<file path="config.mk">
export PLATFORM = sky130hd
export DESIGN_NAME = uart_tx_monitor
export DESIGN_NICKNAME = d
export VERILOG_FILES = /design/src/rtl/uart_monitor_pkg.sv /design/src/rtl/uart_rx_fifo.sv /design/src/rtl/uart_tx_monitor.sv
export SDC_FILE = /design/constraint.sdc
export NUM_CORES = 1
export LEC_CHECK = 0
export BUFFER_PORTS_ARGS = -buffer_cell sky130_fd_sc_hd__buf_2
export CORE_ASPECT_RATIO = 2
export CORE_MARGIN = 4
export CORE_UTILIZATION = 51
export CTS_BUF_LIST = sky130_fd_sc_hd__clkbuf_4 sky130_fd_sc_hd__clkbuf_8 sky130_fd_sc_hd__clkbuf_16
export CTS_CLUSTER_SIZE = 28
export DETAILED_ROUTE_END_ITERATION = 8
export PLACE_DENSITY = 0.78
export REMOVE_ABC_BUFFERS = 1
export SLEW_MARGIN = 20
export SYNTH_ARGS = -nofsm -noshare
export SYNTH_HDL_FRONTEND = slang
export SYNTH_SLANG_ARGS = --single-unit
</file>
<file path="constraint.sdc">
create_clock -name ref_clk -period 3.6 [get_ports ref_clk]
set_clock_uncertainty 0.1 [all_clocks]
set_input_delay 0 -clock ref_clk [delete_from_list [all_inputs] [get_ports ref_clk]]
set_output_delay 0 -clock ref_clk [all_outputs]
set_load 0.02 [all_outputs]
</file>
<file path="src/rtl/uart_monitor_pkg.sv">
// Shared types and helpers for the UART line monitor: receiver state encoding
// and the clocks-per-bit derivation used to time bit sampling.
package uart_monitor_pkg;

  typedef enum logic [2:0] {
    IDLE,
    START,
    DATA,
    STOP,
    WAIT_IDLE
  } rx_state_e;

  // Rounded division so non-integer ratios land on the nearest whole clock count.
  function automatic int clks_per_bit(input int clk_freq_hz, input int baud);
    return (clk_freq_hz + baud / 2) / baud;
  endfunction

endpackage

</file>
<file path="src/rtl/uart_rx_fifo.sv">
// Synchronous receive buffer: valid/ready head, occupancy count, and a one-cycle
// overflow pulse when a byte is offered while full with nothing leaving.
module uart_rx_fifo #(
  parameter int DEPTH = 8,
  parameter int WIDTH = 8
) (
  input  logic                       clk,
  input  logic                       reset,
  input  logic                       push_i,
  input  logic [WIDTH-1:0]           push_data_i,
  output logic                       overflow_o,
  output logic [WIDTH-1:0]           data_o,
  output logic                       valid_o,
  input  logic                       ready_i,
  output logic [$clog2(DEPTH+1)-1:0] count_o
);

  localparam int PTR_W = $clog2(DEPTH);
  localparam int CNT_W = $clog2(DEPTH + 1);

  logic [WIDTH-1:0] mem_q [DEPTH];
  logic [WIDTH-1:0] mem_d [DEPTH];
  logic [PTR_W-1:0] wr_ptr_q, wr_ptr_d;
  logic [PTR_W-1:0] rd_ptr_q, rd_ptr_d;
  logic [CNT_W-1:0] count_q, count_d;
  logic             overflow_q, overflow_d;
  logic             pop;
  logic             full;
  logic             accept;

  assign valid_o    = (count_q != '0);
  assign data_o     = mem_q[rd_ptr_q];
  assign count_o    = count_q;
  assign overflow_o = overflow_q;

  // A pop in the same cycle frees the slot, so a full buffer can still accept.
  always_comb begin
    full       = (count_q == CNT_W'(DEPTH));
    pop        = valid_o && ready_i;
    accept     = push_i && (!full || pop);
    overflow_d = push_i && full && !pop;
    mem_d      = mem_q;
    wr_ptr_d   = wr_ptr_q;
    rd_ptr_d   = rd_ptr_q;
    count_d    = count_q;
    if (accept) begin
      mem_d[wr_ptr_q] = push_data_i;
      wr_ptr_d        = wr_ptr_q + PTR_W'(1);
    end
    if (pop) begin
      rd_ptr_d = rd_ptr_q + PTR_W'(1);
    end
    if (accept && !pop) begin
      count_d = count_q + CNT_W'(1);
    end else if (pop && !accept) begin
      count_d = count_q - CNT_W'(1);
    end
  end

  always_ff @(posedge clk) begin
    if (reset) begin
      mem_q      <= '{default: '0};
      wr_ptr_q   <= '0;
      rd_ptr_q   <= '0;
      count_q    <= '0;
      overflow_q <= 1'b0;
    end else begin
      mem_q      <= mem_d;
      wr_ptr_q   <= wr_ptr_d;
      rd_ptr_q   <= rd_ptr_d;
      count_q    <= count_d;
      overflow_q <= overflow_d;
    end
  end

endmodule

</file>
<file path="src/rtl/uart_tx_monitor.sv">
// Passive 8N1 receiver watching the SoC UART transmit pad; framed bytes are
// buffered for a valid/ready consumer and bad stop bits raise a single pulse.
module uart_tx_monitor
  import uart_monitor_pkg::*;
#(
  parameter int CLK_FREQ_HZ = 125000000,
  parameter int BAUD        = 115200,
  parameter int FIFO_DEPTH  = 8
) (
  input  logic                            ref_clk,
  input  logic                            pad_reset,
  input  logic                            rx_i,
  output logic [7:0]                      data_o,
  output logic                            valid_o,
  input  logic                            ready_i,
  output logic                            frame_err_o,
  output logic                            overflow_o,
  output logic [$clog2(FIFO_DEPTH+1)-1:0] count_o
);

  localparam int CPB   = clks_per_bit(CLK_FREQ_HZ, BAUD);
  localparam int CNT_W = (CPB > 2) ? $clog2(CPB) : 1;
  localparam logic [CNT_W-1:0] HALF_LOAD = CNT_W'(CPB / 2 - 1);
  localparam logic [CNT_W-1:0] FULL_LOAD = CNT_W'(CPB - 1);

  logic             rx_meta_q, rx_meta_d;
  logic             rx_sync_q, rx_sync_d;
  logic             rx_prev_q, rx_prev_d;
  rx_state_e        state_q, state_d;
  logic [CNT_W-1:0] cnt_q, cnt_d;
  logic [2:0]       bit_idx_q, bit_idx_d;
  logic [7:0]       shift_q, shift_d;
  logic             frame_err_q, frame_err_d;
  logic             push;

  assign frame_err_o = frame_err_q;

  // Every sample is taken when the countdown expires; the first countdown is a
  // half bit so all later samples land near bit centres.
  always_comb begin
    rx_meta_d   = rx_i;
    rx_sync_d   = rx_meta_q;
    rx_prev_d   = rx_sync_q;
    state_d     = state_q;
    cnt_d       = cnt_q;
    bit_idx_d   = bit_idx_q;
    shift_d     = shift_q;
    frame_err_d = 1'b0;
    push        = 1'b0;
    case (state_q)
      IDLE: begin
        if (rx_prev_q && !rx_sync_q) begin
          state_d = START;
          cnt_d   = HALF_LOAD;
        end
      end
      START: begin
        if (cnt_q == '0) begin
          if (!rx_sync_q) begin
            state_d   = DATA;
            cnt_d     = FULL_LOAD;
            bit_idx_d = 3'd0;
          end else begin
            state_d = IDLE;
          end
        end else begin
          cnt_d = cnt_q - CNT_W'(1);
        end
      end
      DATA: begin
        if (cnt_q == '0) begin
          shift_d[bit_idx_q] = rx_sync_q;
          cnt_d              = FULL_LOAD;
          if (bit_idx_q == 3'd7) begin
            state_d = STOP;
          end else begin
            bit_idx_d = bit_idx_q + 3'd1;
          end
        end else begin
          cnt_d = cnt_q - CNT_W'(1);
        end
      end
      STOP: begin
        if (cnt_q == '0) begin
          if (rx_sync_q) begin
            push    = 1'b1;
            state_d = IDLE;
          end else begin
            frame_err_d = 1'b1;
            state_d     = WAIT_IDLE;
          end
        end else begin
          cnt_d = cnt_q - CNT_W'(1);
        end
      end
      WAIT_IDLE: begin
        if (rx_sync_q) begin
          state_d = IDLE;
        end
      end
      default: state_d = IDLE;
    endcase
  end

  always_ff @(posedge ref_clk) begin
    if (pad_reset) begin
      rx_meta_q   <= 1'b1;
      rx_sync_q   <= 1'b1;
      rx_prev_q   <= 1'b1;
      state_q     <= IDLE;
      cnt_q       <= '0;
      bit_idx_q   <= 3'd0;
      shift_q     <= 8'h00;
      frame_err_q <= 1'b0;
    end else begin
      rx_meta_q   <= rx_meta_d;
      rx_sync_q   <= rx_sync_d;
      rx_prev_q   <= rx_prev_d;
      state_q     <= state_d;
      cnt_q       <= cnt_d;
      bit_idx_q   <= bit_idx_d;
      shift_q     <= shift_d;
      frame_err_q <= frame_err_d;
    end
  end

  uart_rx_fifo #(
    .DEPTH(FIFO_DEPTH),
    .WIDTH(8)
  ) u_fifo (
    .clk        (ref_clk),
    .reset      (pad_reset),
    .push_i     (push),
    .push_data_i(shift_q),
    .overflow_o (overflow_o),
    .data_o     (data_o),
    .valid_o    (valid_o),
    .ready_i    (ready_i),
    .count_o    (count_o)
  );

endmodule

</file>
# Word level (Yosys, flattened, before mapping)
# Index checks and enable logic that the tools add are counted.
[totals]
regBits = 104
latch_bits = 0
ram_bits = 0
rom_bits = 0
in_bits = 4
out_inout_bits = 15
elab_cells = 111
mem_count = 0
[classes]
n_addsub = 6
n_mul = 0
div = 0
n_lt_le_gt_ge = 5
n_eq_ne = 16
shift = 0
n_mux = 35
bitwise = 4
reduce_logical = 25
[ops]
columns = ["cell", "count"]
rows = [
  ["$bwmux 64", 1],
  ["$mux 11", 5],
  ["$pmux 11 s4", 1],
  ["$mux 3", 11],
  ["$bmux 8 s3", 1],
  ["$demux 8 s3", 1],
  ["$mux 8", 3],
  ["$ne 2x2->1 const B", 9],
  ["$pmux 3 s5", 1],
  ["$logic_not 11->1", 1],
  ["$sub 11x1->11 const B", 1],
  ["$add 3x1->3 const B", 3],
  ["$logic_and 1x1->1", 9],
  ["$bwmux 8", 1],
  ["$ge 4x4->1 const B", 2],
  ["$mux 4", 2],
  ["$not 3->4", 2],
  ["$reduce_bool 4->1", 2],
  ["$eq 3x2->1 const B", 2],
  ["$eq 3x3->1 const B", 2],
  ["$pmux 3 s2", 1],
  ["$reduce_and 6->1", 1],
  ["$mux 1", 5],
  ["$reduce_and 5->1", 1],
  ["other kinds (18)", 23],
]

# Depth between registers and ports, before layout
# Gate-level depths: netlist (run 1).
[logic_depth]
word_depth = 8
ltp_mapped = 14

# Modules after synthesis
# A second synthesis (run 1) with hierarchy kept.
[unflattened]
hier_cells = 501
area_unflattened_um2 = 5049.8
[by_module_without_submodules]
columns = ["mod", "instances", "cells_each", "area_each_um2", "seq_area_each_um2"]
rows = [
  ["uart_rx_fifo", 1, 315, 3444.6, 1501.4],
  ["uart_tx_monitor", 1, 186, 1605.3, 580.6],
]

# Least setup slack after synthesis (run 1)
# No wires, ideal clock.
[synth_timing]
path_type = "register -> register"
from = "register cnt_q[0]"
to = "register u_fifo.count_q[3] (netlist: u_fifo.count_o[3])"
arrival_ns = 3.130
path_slack_ns = 0.300
path_stages_with_launch = 15
period_less_slack_ns = 3.300
path_cell_list = "dfxtp_1 inv_1 ha_1 or4b_2 nor3_2 nand3_1 inv_1 ha_1 inv_1 ha_1 a21o_1 a21oi_1 xnor2_1 or3_1 a21oi_1"
[synth_via]
elab_chain_cells = 7
[synth_rtl]
columns = ["element", "line_no", "text"]
rows = [
  ["start: declaration", "uart_tx_monitor.sv:30", "logic [CNT_W-1:0] cnt_q, cnt_d;"],
  ["start signal: assignment", "uart_tx_monitor.sv:120", "cnt_q <= cnt_d;"],
  ["$logic_not 11->1 (*)", "uart_tx_monitor.sv:84", "if (cnt_q == '0) begin"],
  ["$mux 1 (*)", "uart_tx_monitor.sv:84", ""],
  ["$mux 1 (*)", "uart_tx_monitor.sv:50", "case (state_q)"],
  ["$logic_and 1x1->1 (*)", "uart_rx_fifo.sv:40", "accept = push_i && (!full || pop);"],
  ["net u_fifo.accept", "uart_rx_fifo.sv:29", "logic accept;"],
  ["$logic_not 1->1", "uart_rx_fifo.sv:55", "end else if (pop && !accept) begin"],
  ["$logic_and 1x1->1", "uart_rx_fifo.sv:55", ""],
  ["$reduce_bool 2->1 (no source line)", "-", ""],
  ["end signal: assignment", "uart_rx_fifo.sv:71", "count_q <= count_d;"],
  ["end: declaration", "uart_rx_fifo.sv:25", "logic [CNT_W-1:0] count_q, count_d;"],
]
# Mark *: on every way through the listed nets, which the timed path passes. The rest lies on a longest branch.
# A chain may end at the register's enable or synchronous reset.

# Worst setup path in the final report (run 1)
# Same ends and word-level chain as after synthesis.

==> results.md, run 1 <==
- Status: complete, no violations
- Synthesized area per cell: 9.88 um^2
- Crit end category: flip-flop
- Synthesis-stage register bit count: 104
- Clock group share of total power: 34.8%
- IO Pins: 19
- Wire per inst: 17.7 um
- Tmin final: 3.40 ns
- Dpl hpwl: 7480 um
- Placed Cells: 594
- Tightest Pin Transition: 0.883 ns
- Pin count of the biggest net entering global routing: 54
- H-tree depth: 3
- Combinational power share: 17.6%
- Die area: 0.0114 mm^2
- Total CTS buffers: 9
- Final period util: 94.6%
- RSZ-0062 raised after global routing: false
- Core area: 0.00938 mm^2
- Synth area leaders: dfxtp_1 (42%), mux2i_1 (15%), mux4_2 (7.3%)
- Critical path arrival: 3.58 ns
- GRT Total Usage: 20.1%
- Crit-path max cell delay: 0.67 ns
- YS warnings: 0
- CP Max Fanout: 4
- Maximum clock frequency: 294 MHz
- Area leader, netlist: dfxtp_1
- DR DRC count: 0
- Relative slew margins: 40.7%
- Post-synth ARST share: 0%
- Final GP Congestion: 0.917
- Sequential-to-total area share from yosys stat: 42.1%
- Area Growth Syn to Fin: 8.69%
- TritonCTS clock tree: built
- CP top delay family: simple AND/OR/NAND/NOR gates
- Int Pwr: 1.87 mW
- Drt first pass iters: 4
- Hold crit path type: input port to flip-flop
- Post-DRT Antenna Nets: 0
- Switch share: 29.1%
- # diodes: 0
- Vias per cell: 6.05
- Setup crit start kind: flip-flop
- Setup Viol. Count Final: 0
- Initial antenna violation count: 0
- Reg power frac: 47.6%
- Synth Cell Area: 0.00494 mm^2
- Grt ovf: 0
- Number of synthesized flops with an enable pin: 0
- Detailed Route WL: 10800 um
- Row Count: 50
- Worst-path clk slew: 0.07 ns
- Setup Crit Path Kind: flip-flop to flip-flop
- Vias: 3705
- Main synth FF type: dfxtp_1
- Post_cts resized: 0
- Switching Power: 769 uW
- Port-buffer cells: 18
- Max cap viols: 0
- Most frequent cell after synthesis: dfxtp_1
- Die H: 147 um
- Distinct cells, synth: 54
- Commonest cells in the netlist: dfxtp_1 (104), nor2_1 (88), mux2i_1 (73)
- Final Slew Violations: 0
- Setup TNS: 0 ns
- Buf/Inv on CP: 3
- Nets: 517
- PwrDens: 491 mW/mm^2
- Required time worst endpoint: 3.77 ns
- Num Clock Sinks: 104
- CP max stage cell: or4b_2
- Syn Inst Count: 500
- CTS max path bufs: 2
- Share of cells above drive strength 1: 16.5%
- Pleak: 2.17 nW
- Initial DRC count: 218
- Worst-skew pair later-pin latency: 0.34 ns
- Initial Util: 52.6%
- First-pass GRT wire length: 18300 um
- Final hold vios: 0
- Peak supply drop: 0.000301 V
- Vias in the first global route: 3713
- Post-layout util: 57.2%
- Post-synth top area share: 42.1%
- Crit-path cells: inv_1 > ha_1 > or4b_2 > nor3_2 > nand3_1 > inv_1 > ha_1 > inv_1 > ha_1 > a21o_1 > a21oi_1 > xnor2_1 > or3_1 > a21oi_1
- Final cell count without fillers: 612
- Die width: 77.6 um
- CTS root buffer: clkbuf_16
==> routing by layer <==
metal  vias up  global-route usage (%)  share of wire [%]
li1       1799                       -                  -
met3        31                    3.74                3.3
met4         0                    10.8                3.6
met1      1783                    21.8                 39
met2        92                    36.2                 54
met5         -                       0                  0
==> state kept, by name, indices dropped and copies added (netlist names) <==
name	count
state_q	3
u_fifo.rd_ptr_q	3
cnt_q	11
rx_prev_q	1
bit_idx_q	3
u_fifo.overflow_o	1
rx_prev_d	1
shift_q	8
u_fifo.mem_q	64
u_fifo.wr_ptr_q	3
u_fifo.count_o	4
rx_meta_q	1
frame_err_o	1
==> cell usage in the layout, fill, tap and decap left out, types with 5 or more instances in the layout <==
cell type and n:
nor3_1 12, nand3_1 11, or2_2 6, mux2i_1 73
nor4_1 8, inv_1 9, buf_4 8, a21oi_1 22
nand2_1 16, mux4_2 16, mux2_2 8, or3_1 5
o21ai_0 11, nor2_1 88, nand2b_1 5, buf_2 18
xor2_1 5, clkbuf_16 9, nand4_1 7, ha_1 9
dfxtp_1 104
==> worst register-to-register path, cell delays in order (launching register included) <==
cell and delay, ns:
dfxtp_1 0.34, inv_1 0.11, ha_1 0.18, or4b_2 0.67
nor3_2 0.21, nand3_1 0.17, inv_1 0.10, ha_1 0.20
inv_1 0.10, ha_1 0.28, a21o_1 0.18, a21oi_1 0.18
xnor2_1 0.09, or3_1 0.30, a21oi_1 0.14
==> kinds of logic after synthesis <==
family | Yosys count | synth area share, %
muxes | 97 | 23.9
buffers and inverters | 45 | 3.72
AOI/OAI and AO/OA | 56 | 7.40
DFF | 104 | 42.1
adders and majority gates | 10 | 2.68
xor gates and xnor gates | 8 | 1.42
and+or+nand+nor | 180 | 18.7
==> metrics by stage <==
stage	instance area (um^2)	setup slack [ns]	hold slack [ns]	power, mW
global placement	5070	0.341	0.0816	1.73
CTS	5370	0.214	0.127	2.66
global route	5370	0.00160	0.169	2.77
finish	5370	0.195	0.131	2.64
detailed placement	5070	0.231	0.0852	1.74
floorplan	4790	0.300	-0.0309	1.59
==> worst paths after layout <==
path	slack [ns]	cells past startpoint	to	start
setup / recovery	0.20	14	u_fifo.count_o[3]$_SDFFE_PP0P_	cnt_q[0]$_SDFFE_PP0P_
hold / removal	0.13	2	u_fifo.count_o[0]$_SDFFE_PP0P_	pad_reset
setup reg to reg	0.20	14	u_fifo.count_o[3]$_SDFFE_PP0P_	cnt_q[0]$_SDFFE_PP0P_
hold reg to reg	0.32	1	rx_prev_d$_SDFF_PP1_	rx_meta_q$_SDFF_PP1_
==> timing repair <==
action | in CTS | in global routing
endpoints found under the setup margin | 0 | 0
hold buffers | 2 | 0
hold endpoints to repair | 4 | 0
buffers inserted | 0 | 0
==> power by group through the flow <==
stage               sequential (mW)  combinational [mW]  clock, mW
CTS                            1.26               0.465      0.937
detailed placement             1.28               0.461          0
floorplan                      1.30               0.295          0
global placement               1.28               0.447          0
finish                         1.25               0.464      0.918
global route                   1.26               0.517      0.986
==> final cells by class <==
class                      instances  area (um^2)
clock inverter                     4         31.3
inverter                           9         33.8
sequential                       104         2080
multi-input combinational        351         2670
clock buffer                      12          248
tap                              104          130
timing repair buffer              28          170
fill                             820         4020
No activity file was read; power rests on OpenSTA's default activity.
==> run 2: changes to the inputs <==
--- a/config.mk
+++ b/config.mk
@@ -8,13 +8,14 @@
 export BUFFER_PORTS_ARGS = -buffer_cell sky130_fd_sc_hd__buf_2
 export CORE_ASPECT_RATIO = 2
 export CORE_MARGIN = 4
-export CORE_UTILIZATION = 51
+export CORE_UTILIZATION = 55
 export CTS_BUF_LIST = sky130_fd_sc_hd__clkbuf_4 sky130_fd_sc_hd__clkbuf_8 sky130_fd_sc_hd__clkbuf_16
-export CTS_CLUSTER_SIZE = 28
+export CTS_CLUSTER_SIZE = 16
 export DETAILED_ROUTE_END_ITERATION = 8
-export PLACE_DENSITY = 0.78
+export PLACE_DENSITY = 0.82
 export REMOVE_ABC_BUFFERS = 1
 export SLEW_MARGIN = 20
 export SYNTH_ARGS = -nofsm -noshare
 export SYNTH_HDL_FRONTEND = slang
+export SYNTH_HIERARCHICAL = 1
 export SYNTH_SLANG_ARGS = --single-unit
==> run 2 against run 1 <==
Compared with the run above: critical endpoint is now u_fifo/count_o[3]$_SDFFE_PP0P_; highest routed layer unchanged; global-route usage increased by 2.0 points; final area up 2.9%; first-iteration DRC count rose by 0.92%; die area decreased by 4.8%; cell count decreased by 0.33%; total power is 5.7% higher; sequential power about the same; register-to-register slack better by 0.04 ns.
==> results.md, run 2 <==
- Status: complete, no violations
- Worst r2r src: cnt_q[7]$_SDFFE_PP0P_
- Final hold vios: 0
- Worst reg2reg path depth: 13
- Synthesized area per cell: 10.1 um^2
- Required time worst endpoint: 3.73 ns
- Hold Path Sink: u_fifo/mem_q[39]$_SDFFE_PP0P_
- Sequential-to-total area share from yosys stat: 41.2%
- Vias in the first global route: 3813
- Tightest Pin Transition: 1.03 ns
- RSZ-0062 raised after global routing: false
- CTS root buffer: clkbuf_16
- IO Pins: 19
- Row Count: 49
- Crit end category: flip-flop
- Final WS setup: 0.239 ns
- PwrDens: 504 mW/mm^2
- Vias per cell: 6.14
- GRT Total Usage: 22.2%
- Num Clock Sinks: 104
- Commonest cells in the netlist: dfxtp_1 (104), nor2_1 (94), mux2i_1 (76)
- Largest register by flop count: u_fifo/mem_q
- Setup crit start kind: flip-flop
- Setup Crit Path Kind: flip-flop to flip-flop
- Setup Viol. Count Final: 0
- CP Max Fanout: 7
- Initial antenna violation count: 0
- Relative slew margins: 31.3%
- Final Slew Violations: 0
- Reg2reg setup slack: 0.24 ns
- FF-to-FF End: u_fifo/count_o[3]$_SDFFE_PP0P_
- Vias: 3747
- Distinct cells, synth: 52
- Share of cells above drive strength 1: 19.5%
- Setup TNS: 0 ns
- TritonCTS clock tree: built
- Synthesis-stage register bit count: 104
- Total CTS buffers: 9
- Commonest non-fill, non-tap cells in the layout: dfxtp_1 (104), nor2_1 (93), mux2i_1 (76)
- First-pass GRT wire length: 18400 um
- Main synth FF type: dfxtp_1
- Crit-path cells: or4_4 > nor3_2 > nand4_1 > nor2_2 > o21ai_1 > inv_1 > ha_1 > inv_1 > ha_1 > a21oi_1 > a211oi_1 > a31oi_1 > mux2_2
- Most frequent cell after synthesis: dfxtp_1
- Area occupied by multi-input gates: 0.00277 mm^2
- Pin count of the biggest net entering global routing: 53
- Drt first pass iters: 5
- Die width: 75.8 um
- Critical path arrival: 3.50 ns
- # diodes: 0
- CP max stage cell: or4_4
- Number of synthesized flops with an enable pin: 0
- Worst hold stages: 2
- Syn Inst Count: 501
- Wire per inst: 18.0 um
- Place WS: 0.151 ns
- Final GP Congestion: 0.893
- Tmin final: 3.36 ns
- Detailed Route WL: 11000 um
- Worst-skew pair later-pin latency: 0.34 ns
- Die H: 144 um
- Core area: 0.00895 mm^2
- DR DRC count: 0
- Regs by FF count: u_fifo/mem_q: 64 flops, cnt_q: 11 flops, shift_q: 8 flops
- Hold crit path type: input port to flip-flop
- Area leader, netlist: dfxtp_1
- Initial Util: 56.4%
- Synth area leaders: dfxtp_1 (41%), mux2i_1 (15%), mux4_2 (7.1%)
- Port-buffer cells: 18
- Post-synth ARST share: 0%
- Post-synth top area share: 41.2%
- Dpl hpwl: 7700 um
- Pleak: 2.22 nW
- Grt ovf: 0
- H-tree depth: 3
- Peak supply drop: 0.000327 V
- Die area: 0.0109 mm^2
- CTS max path bufs: 2
- Worst-path clk slew: 0.07 ns
- CP top delay family: simple AND/OR/NAND/NOR gates
- Final period util: 93.4%
- YS warnings: 6
- Nets: 518
- Max reg flops: 64
- Post-DRT Antenna Nets: 0
- Synth Cell Area: 0.00505 mm^2
- Initial DRC count: 220
- Max cap viols: 0
- Hold path start: pad_reset
- Fill count: 715
- Crit-path max cell delay: 0.61 ns
- Area Growth Syn to Fin: 9.44%
- Commonest non-fill, non-tap cell in the layout: dfxtp_1
- Post-layout util: 61.7%
- Maximum clock frequency: 298 MHz
- Buf/Inv on CP: 2
- Power after layout: 2.79 mW
- Sequential cell area: 0.00208 mm^2
[run 2: changes by cell type in the layout (fill, tap and decap cells not counted), sizes merged, moves of 4 or more]
cell    before  now
a211oi       2    6
a21oi       22   16
buf         26   30
nor2        88   94
nor3        15   10
nor4b        1    5
[run 2: layer usage]
layer,up-vias,GRT usage (%),part of all wire (%)
li1,1791,-,-
met1,1829,23.8,37
met2,93,38.8,56
met3,34,4.62,3.3
met4,0,12.0,4.1
met5,-,0,0
[run 2: cell type report]
| class | count | share of cell area [%] |
|---|---|---|
| multi-input cells | 348 | 50.2 |
| flip-flops and latches | 104 | 37.7 |
| clock buffers | 10 | 4.32 |
| repair buffers | 32 | 3.85 |
| well taps | 102 | 2.31 |
| clock inverters | 5 | 1.04 |
| inverters | 9 | 0.611 |
[run 2: worst max path at each step]
stage | slack [ns] | start | end | cells past startpoint
final | 0.24 | cnt_q[7]$_SDFFE_PP0P_ | u_fifo/count_o[3]$_SDFFE_PP0P_ | 13
after global routing | 0.04 | cnt_q[7]$_SDFFE_PP0P_ | u_fifo/count_o[3]$_SDFFE_PP0P_ | 13
after CTS | 0.14 | cnt_q[7]$_SDFFE_PP0P_ | u_fifo/count_o[3]$_SDFFE_PP0P_ | 13
after detailed placement | 0.15 | cnt_q[7]$_SDFFE_PP0P_ | u_fifo/count_o[3]$_SDFFE_PP0P_ | 13
after global placement | 0.26 | cnt_q[7]$_SDFFE_PP0P_ | u_fifo/count_o[3]$_SDFFE_PP0P_ | 13
after floorplan | 0.20 | cnt_q[2]$_SDFFE_PP0P_ | u_fifo/count_o[3]$_SDFFE_PP0P_ | 13
[run 2: power by group]
group / switching (mW) / internal [mW]
logic: 0.322 / 0.220
registers: 0.0977 / 1.19
clock network: 0.409 / 0.552
[run 2: per-stage QoR]
step | cell area [um^2] | instances | hold WS (ns)
5_1_grt | 5530 | 610 | 0.248
2_1_floorplan | 4880 | 461 | -0.0309
3_3_place_gp | 5200 | 593 | 0.0869
3_5_place_dp | 5200 | 593 | 0.0925
4_1_cts | 5520 | 610 | 0.203
6_report | 5530 | 610 | 0.190
[run 2: cell families after synthesis]
logic type               share of synthesized area [%]
AO/OA/AOI/OAI                                     8.20
adder cells (fa/ha/maj)                           2.63
AND/OR/NAND/NOR                                   18.5
multiplexers                                      24.2
flip-flops                                        41.2
buffers and inverters                             3.99
XOR/XNOR                                          1.21
[run 2: what timing repair did]
action	CTS	global route
endpoints found under the setup margin	0	1
setup buffers	0	0
resized for setup	0	2
hold buffers	2	0
hold endpoints to repair	2	0
